File: src/rtl/matrix_scan.sv
`default_nettype none
// =============================================================================
// matrix_scan : 1/16-scan RGB LED panel row scanner fed by a pattern ROM
// Revision    : 1.0
// =============================================================================
module matrix_scan #(
  parameter int COLS           = 32,
  parameter int DISPLAY_CYCLES = 256
) (
  input  logic        clk,
  input  logic        reset,
  input  logic [5:0]  screen,
  output logic [14:0] rom_addr,
  input  logic [5:0]  rom_data,
  output logic        r1,
  output logic        g1,
  output logic        b1,
  output logic        r2,
  output logic        g2,
  output logic        b2,
  output logic        A,
  output logic        B,
  output logic        C,
  output logic        D,
  output logic        LAT,
  output logic        OEN,
  output logic        OCLK,
  output logic        frame_done
);

  localparam int SHIFT_LEN = 2 * COLS + 2;
  localparam int CNT_MAX   = (SHIFT_LEN > DISPLAY_CYCLES) ? SHIFT_LEN : DISPLAY_CYCLES;
  localparam int CNT_W     = $clog2(CNT_MAX + 1);

  localparam logic [CNT_W-1:0] SHIFT_LAST     = CNT_W'(SHIFT_LEN - 1);
  localparam logic [CNT_W-1:0] SHIFT_DATA_END = CNT_W'(2 * COLS);
  localparam logic [CNT_W-1:0] OCLK_FIRST     = CNT_W'(3);
  localparam logic [CNT_W-1:0] DISP_LAST      = CNT_W'(DISPLAY_CYCLES - 1);

  typedef enum logic [2:0] {
    IDLE    = 3'd0,
    SHIFT   = 3'd1,
    BLANK   = 3'd2,
    LATCH   = 3'd3,
    DISPLAY = 3'd4
  } state_t;

  state_t           state_q, state_d;
  logic [CNT_W-1:0] cnt_q, cnt_d;
  logic [3:0]       row_q, row_d;
  logic [5:0]       screen_q, screen_d;
  logic [5:0]       rgb_q, rgb_d;
  logic [3:0]       addr_q, addr_d;
  logic             lat_q, lat_d;
  logic             oen_q, oen_d;
  logic             oclk_q, oclk_d;
  logic             fd_q, fd_d;

  logic [CNT_W-1:0] half_cnt;
  logic [4:0]       col_field;

  // Each column is addressed for two cycles so the ROM latency hides behind the pair.
  always_comb begin
    half_cnt  = cnt_q >> 1;
    col_field = 5'd0;
    if (state_q == SHIFT && cnt_q < SHIFT_DATA_END) begin
      col_field = 5'(half_cnt);
    end
  end

  assign rom_addr = {screen_q, row_q, col_field};

  always_comb begin
    state_d  = state_q;
    cnt_d    = cnt_q;
    row_d    = row_q;
    screen_d = screen_q;
    rgb_d    = rgb_q;
    addr_d   = addr_q;
    fd_d     = 1'b0;

    case (state_q)
      IDLE: begin
        state_d  = SHIFT;
        cnt_d    = '0;
        row_d    = 4'd0;
        screen_d = screen;
      end
      SHIFT: begin
        // ROM data for the column addressed on an even cycle arrives on the odd one.
        if (cnt_q[0] && cnt_q < SHIFT_DATA_END) begin
          rgb_d = rom_data;
        end
        if (cnt_q == SHIFT_LAST) begin
          state_d = BLANK;
          cnt_d   = '0;
        end else begin
          cnt_d = cnt_q + 1'b1;
        end
      end
      BLANK: begin
        state_d = LATCH;
      end
      LATCH: begin
        state_d = DISPLAY;
        cnt_d   = '0;
      end
      DISPLAY: begin
        if (cnt_q == DISP_LAST) begin
          state_d = SHIFT;
          cnt_d   = '0;
          if (row_q == 4'd15) begin
            row_d    = 4'd0;
            screen_d = screen;
            fd_d     = 1'b1;
          end else begin
            row_d = row_q + 4'd1;
          end
        end else begin
          cnt_d = cnt_q + 1'b1;
        end
      end
      default: begin
        state_d = IDLE;
        cnt_d   = '0;
      end
    endcase

    if (state_d == LATCH) begin
      addr_d = row_q;
    end
    lat_d  = (state_d == LATCH);
    oen_d  = (state_d != DISPLAY);
    // Rising shift clock sits in the second cycle of each colour pair.
    oclk_d = (state_d == SHIFT) && cnt_d[0] && (cnt_d >= OCLK_FIRST) && (cnt_d <= SHIFT_LAST);
  end

  always_ff @(posedge clk or negedge reset) begin
    if (!reset) begin
      state_q  <= IDLE;
      cnt_q    <= '0;
      row_q    <= 4'd0;
      screen_q <= 6'd0;
      rgb_q    <= 6'd0;
      addr_q   <= 4'd0;
      lat_q    <= 1'b0;
      oen_q    <= 1'b1;
      oclk_q   <= 1'b0;
      fd_q     <= 1'b0;
    end else begin
      state_q  <= state_d;
      cnt_q    <= cnt_d;
      row_q    <= row_d;
      screen_q <= screen_d;
      rgb_q    <= rgb_d;
      addr_q   <= addr_d;
      lat_q    <= lat_d;
      oen_q    <= oen_d;
      oclk_q   <= oclk_d;
      fd_q     <= fd_d;
    end
  end

  assign {r1, g1, b1, r2, g2, b2} = rgb_q;
  assign {D, C, B, A}             = addr_q;
  assign LAT                      = lat_q;
  assign OEN                      = oen_q;
  assign OCLK                     = oclk_q;
  assign frame_done               = fd_q;

endmodule
`default_nettype wire
File: config.mk
export PLATFORM = sky130hd
export DESIGN_NAME = matrix_scan
export DESIGN_NICKNAME = d
export VERILOG_FILES = /design/src/rtl/matrix_scan.sv
export SDC_FILE = /design/constraint.sdc
export NUM_CORES = 1
export LEC_CHECK = 0
export BUFFER_PORTS_ARGS = -buffer_cell sky130_fd_sc_hd__clkbuf_2
export CAP_MARGIN = 20
export CORE_UTILIZATION = 40
export CTS_CLUSTER_DIAMETER = 40
export CTS_CLUSTER_SIZE = 28
export DETAILED_ROUTE_END_ITERATION = 7
export PLACE_DENSITY = 0.69
export RECOVER_POWER = 100
export SYNTH_ARGS = -nofsm -noshare
export SYNTH_HDL_FRONTEND = slang
export SYNTH_SLANG_ARGS = --single-unit
File: constraint.sdc
create_clock -name clk -period 4.2 [get_ports clk]
set_clock_uncertainty 0.15 [all_clocks]
set_input_delay 0.63 -clock clk [delete_from_list [all_inputs] [get_ports clk]]
set_output_delay 0.63 -clock clk [all_outputs]
set_load 0.1 [all_outputs]
==> summary.md <==
| Metric | Value |
|---|---|
| Status | finished with violations |
| Failing checks | capacitance limit, slew limit |
| Core area | 4470 µm² |
| Cells after synthesis | 181 |
| CTS tree | yes |
| Die W | 70.9 µm |
| Overall Global Routing Usage | 16.5% |
| GP Congestion | 0.833 |
| Worst R2R Setup Slack | 0.83 ns |
| Synth Cell Area | 1900 µm² |
| Cts repair resizes | 0 |
| Drt initial violations | 69 |
| CTS H-Tree Depth | 2 |
| Synth cell count leaders | dfrtp_1 (35), nand2_1 (20), mux2_2 (16), o21ai_0 (16), inv_1 (8) |
| Clk sinks | 36 |
| GR Overflow Total | 0 |
| Drt first pass iters | 4 |
| Largest net degree at the start of global routing | 37 |
| Sequential Power Share | 48.2% |
| RR Endpoint | cnt_q[6] |
| Count leader, synth | dfrtp_1 |
| Critical Path End Type | primary output |
| Port buffer count | 42 |
| Pin slew with the least headroom to its limit | 1.85 ns |
| Top-area cell type share of the netlist area | 46.1% |
| P_int | 0.541 mW |
| Setup bufs post-CTS | 0 |
| Place WS | 1.07 ns |
| Synth top area cells | dfrtp_1 (46%), mux2_2 (9.5%), o21ai_0 (4.2%) |
| Critical path class | reg2out |
| Residual DRC count | 0 |
| Fin. Hold Viols | 0 |
| Mapped Nets | 200 |
| Final setup fails | 0 |
| Switching power | 0.195 mW |
| Final WS setup | 0.537 ns |
| Yosys warnings | 0 |
| Worst R2R Start | cnt_q[2] |
| Min Tclk post-route | 3.66 ns |
| Syn Area/Cell | 10.5 µm² |
| First-pass GRT wire length | 6360 µm |
| Hold Crit Class | reg2reg |
| Worst EP required | 3.42 ns |
| Full die area | 5030 µm² |
| Max Fanout on Critical Path | 11 |
| Comb pwr share | 8.9% |
| Die Span Y | 70.9 µm |
| Max-cap viol count | 2 |
| Ys flop type | dfrtp_1 |
| Setup crit end | rom_addr[1] |
| CTS Hold Bufs | 0 |
| Initial Util | 42.5% |
| Unrepaired setup endpoints after global routing | no |
| Number of global-route vias before repair | 1,287 |
| F_max | 273 MHz |
| Count of inserted antenna diode cells | 0 |
| Asr flop ratio synth | 100% |
| P&R area growth vs syn | 13.5% |
| Clock network latency to the later pin of the worst-skew pair | 0.30 ns |
| Post-route ant nets | 0 |
| Layout cell share with drive strength beyond 1 | 21.2% |
| Max Buffers Root-to-Sink | 2 |
| DP Wirelength | 2610 µm |
| Final Max Tran Viols | 47 |
| Tot Pwr | 0.736 mW |
| Yosys reg bits | 36 |
| TritonCTS Buffers | 5 |
| Clk root buf | clkbuf_8 |
| Pwr Density | 341 nW/µm² |
| Crit share post-route | 87.2% |
| Sequential cell area fraction in the yosys report | 47.5% |
| Clk pwr share | 42.9% |
| Final setup TNS | 0 ns |
| Nets@finish | 240 |
| IO Pins | 43 |
| Worst EP arrival | 2.88 ns |
| Rows | 24 |
| Unique masters post-synth | 44 |
| Leak | 0.929 nW |
| Worst vdd ir | 300 µV |
| DR vias | 1,457 |
| Initial antenna violation count | 0 |
| Clock transition at path regs | 0.08 ns |
| Final WL | 3740 µm |
| Nature of the critical path startpoint | register |
| Post-synth EDFFs | 0 |
| Worst Setup SP | state_q[2] |
| WL per Instance | 13.7 µm |
| Worst r2r path cells | 5 |
| Rel. slew slack | -23.6% |
| Sw frac | 26.5% |
| Cell taking the most area after synthesis | dfrtp_1 |
| Avg Vias per Cell | 5.32 |
[metrics by stage]
stage | utilization, % | hold WS [ns] | std cells | area, µm²
finish | 48.2 | 0.358 | 274 | 2160
global route | 48.2 | 0.378 | 274 | 2160
CTS | 49.7 | 0.322 | 274 | 2220
detailed placement | 47.1 | 0.345 | 266 | 2110
global placement | 47.1 | 0.342 | 266 | 2110
floorplan | - | 0.184 | 181 | 1900
[final cells by class]
class                      count  area (µm²)
tap                           52        65.1
multi-input combinational    127         863
clock inverter                 3        46.3
sequential                    36         902
fill                         439        2320
inverter                       8        30.0
timing repair buffer          43         181
clock buffer                   5        68.8
[state kept, by name, summed over array words and instances (netlist names)]
| signal | cells |
|---|---|
| LAT | 1 |
| addr_q | 4 |
| cnt_q | 9 |
| row_q | 4 |
| rgb_q | 6 |
| OCLK | 1 |
| screen_q | 6 |
| frame_done | 1 |
| state_q | 3 |
| OEN | 1 |
[kinds of logic after synthesis]
family	Yosys count	synth area share, %
compound gates	40	14.7
xor+xnor	4	1.84
fa+ha+maj	5	3.29
buf+inv	18	5.53
flops	36	47.5
mux	16	9.48
simple gates	62	17.6
[cells in the final DEF, fill, tap and decap left out, types with 2 or more instances in the layout]
| cell | n |
|---|---|
| nor3b_1 | 3 |
| nor3_1 | 3 |
| a22o_1 | 4 |
| o21ai_0 | 17 |
| clkbuf_8 | 5 |
| and2_1 | 4 |
| clkbuf_2 | 16 |
| nand2_1 | 20 |
| mux2_2 | 16 |
| a21oi_1 | 7 |
| or2_1 | 2 |
| nor2_1 | 5 |
| o22ai_1 | 2 |
| clkbuf_1 | 27 |
| dfrtp_1 | 35 |
| inv_1 | 8 |
| ha_1 | 5 |
| nand2b_1 | 2 |
| nor4b_1 | 2 |
| nand3_1 | 7 |
| xor2_1 | 3 |
| and3_1 | 3 |
| and2_0 | 2 |
[power groups by stage]
stage | sequential (mW) | combinational [mW] | clock [mW]
final | 0.355 | 0.0657 | 0.316
after global routing | 0.356 | 0.0691 | 0.336
after CTS | 0.355 | 0.0685 | 0.323
after detailed placement | 0.362 | 0.0686 | 0
after global placement | 0.362 | 0.0682 | 0
after floorplan | 0.405 | 0.00519 | 0
[metal layers]
metal  global-route usage [%]  wire length [µm]  vias to the layer above
li1                         -                 -                      719
met1                     23.4              1850                      682
met2                     23.3              1580                       50
met3                     5.27               237                        6
met4                     7.33                73                        0
met5                        0                 0                        -
[worst max-delay path: stages (launching register included)]
cell and delay [ns]:
dfrtp_1 0.49, nor3b_1 0.27, nor4b_1 0.74, and2_1 0.22, clkbuf_1 0.86
[worst min-delay path by stage]
stage                start     endpoint  cells after the start
5_1_grt           rgb_q[0]     rgb_q[0]                      1
3_5_place_dp   screen_q[1]  screen_q[1]                      1
6_report          rgb_q[1]     rgb_q[1]                      1
2_1_floorplan        reset          LAT                      0
3_3_place_gp   screen_q[3]  screen_q[3]                      1
4_1_cts              reset     row_q[1]                      1
Note: power is estimated with default switching activity, not from simulation.
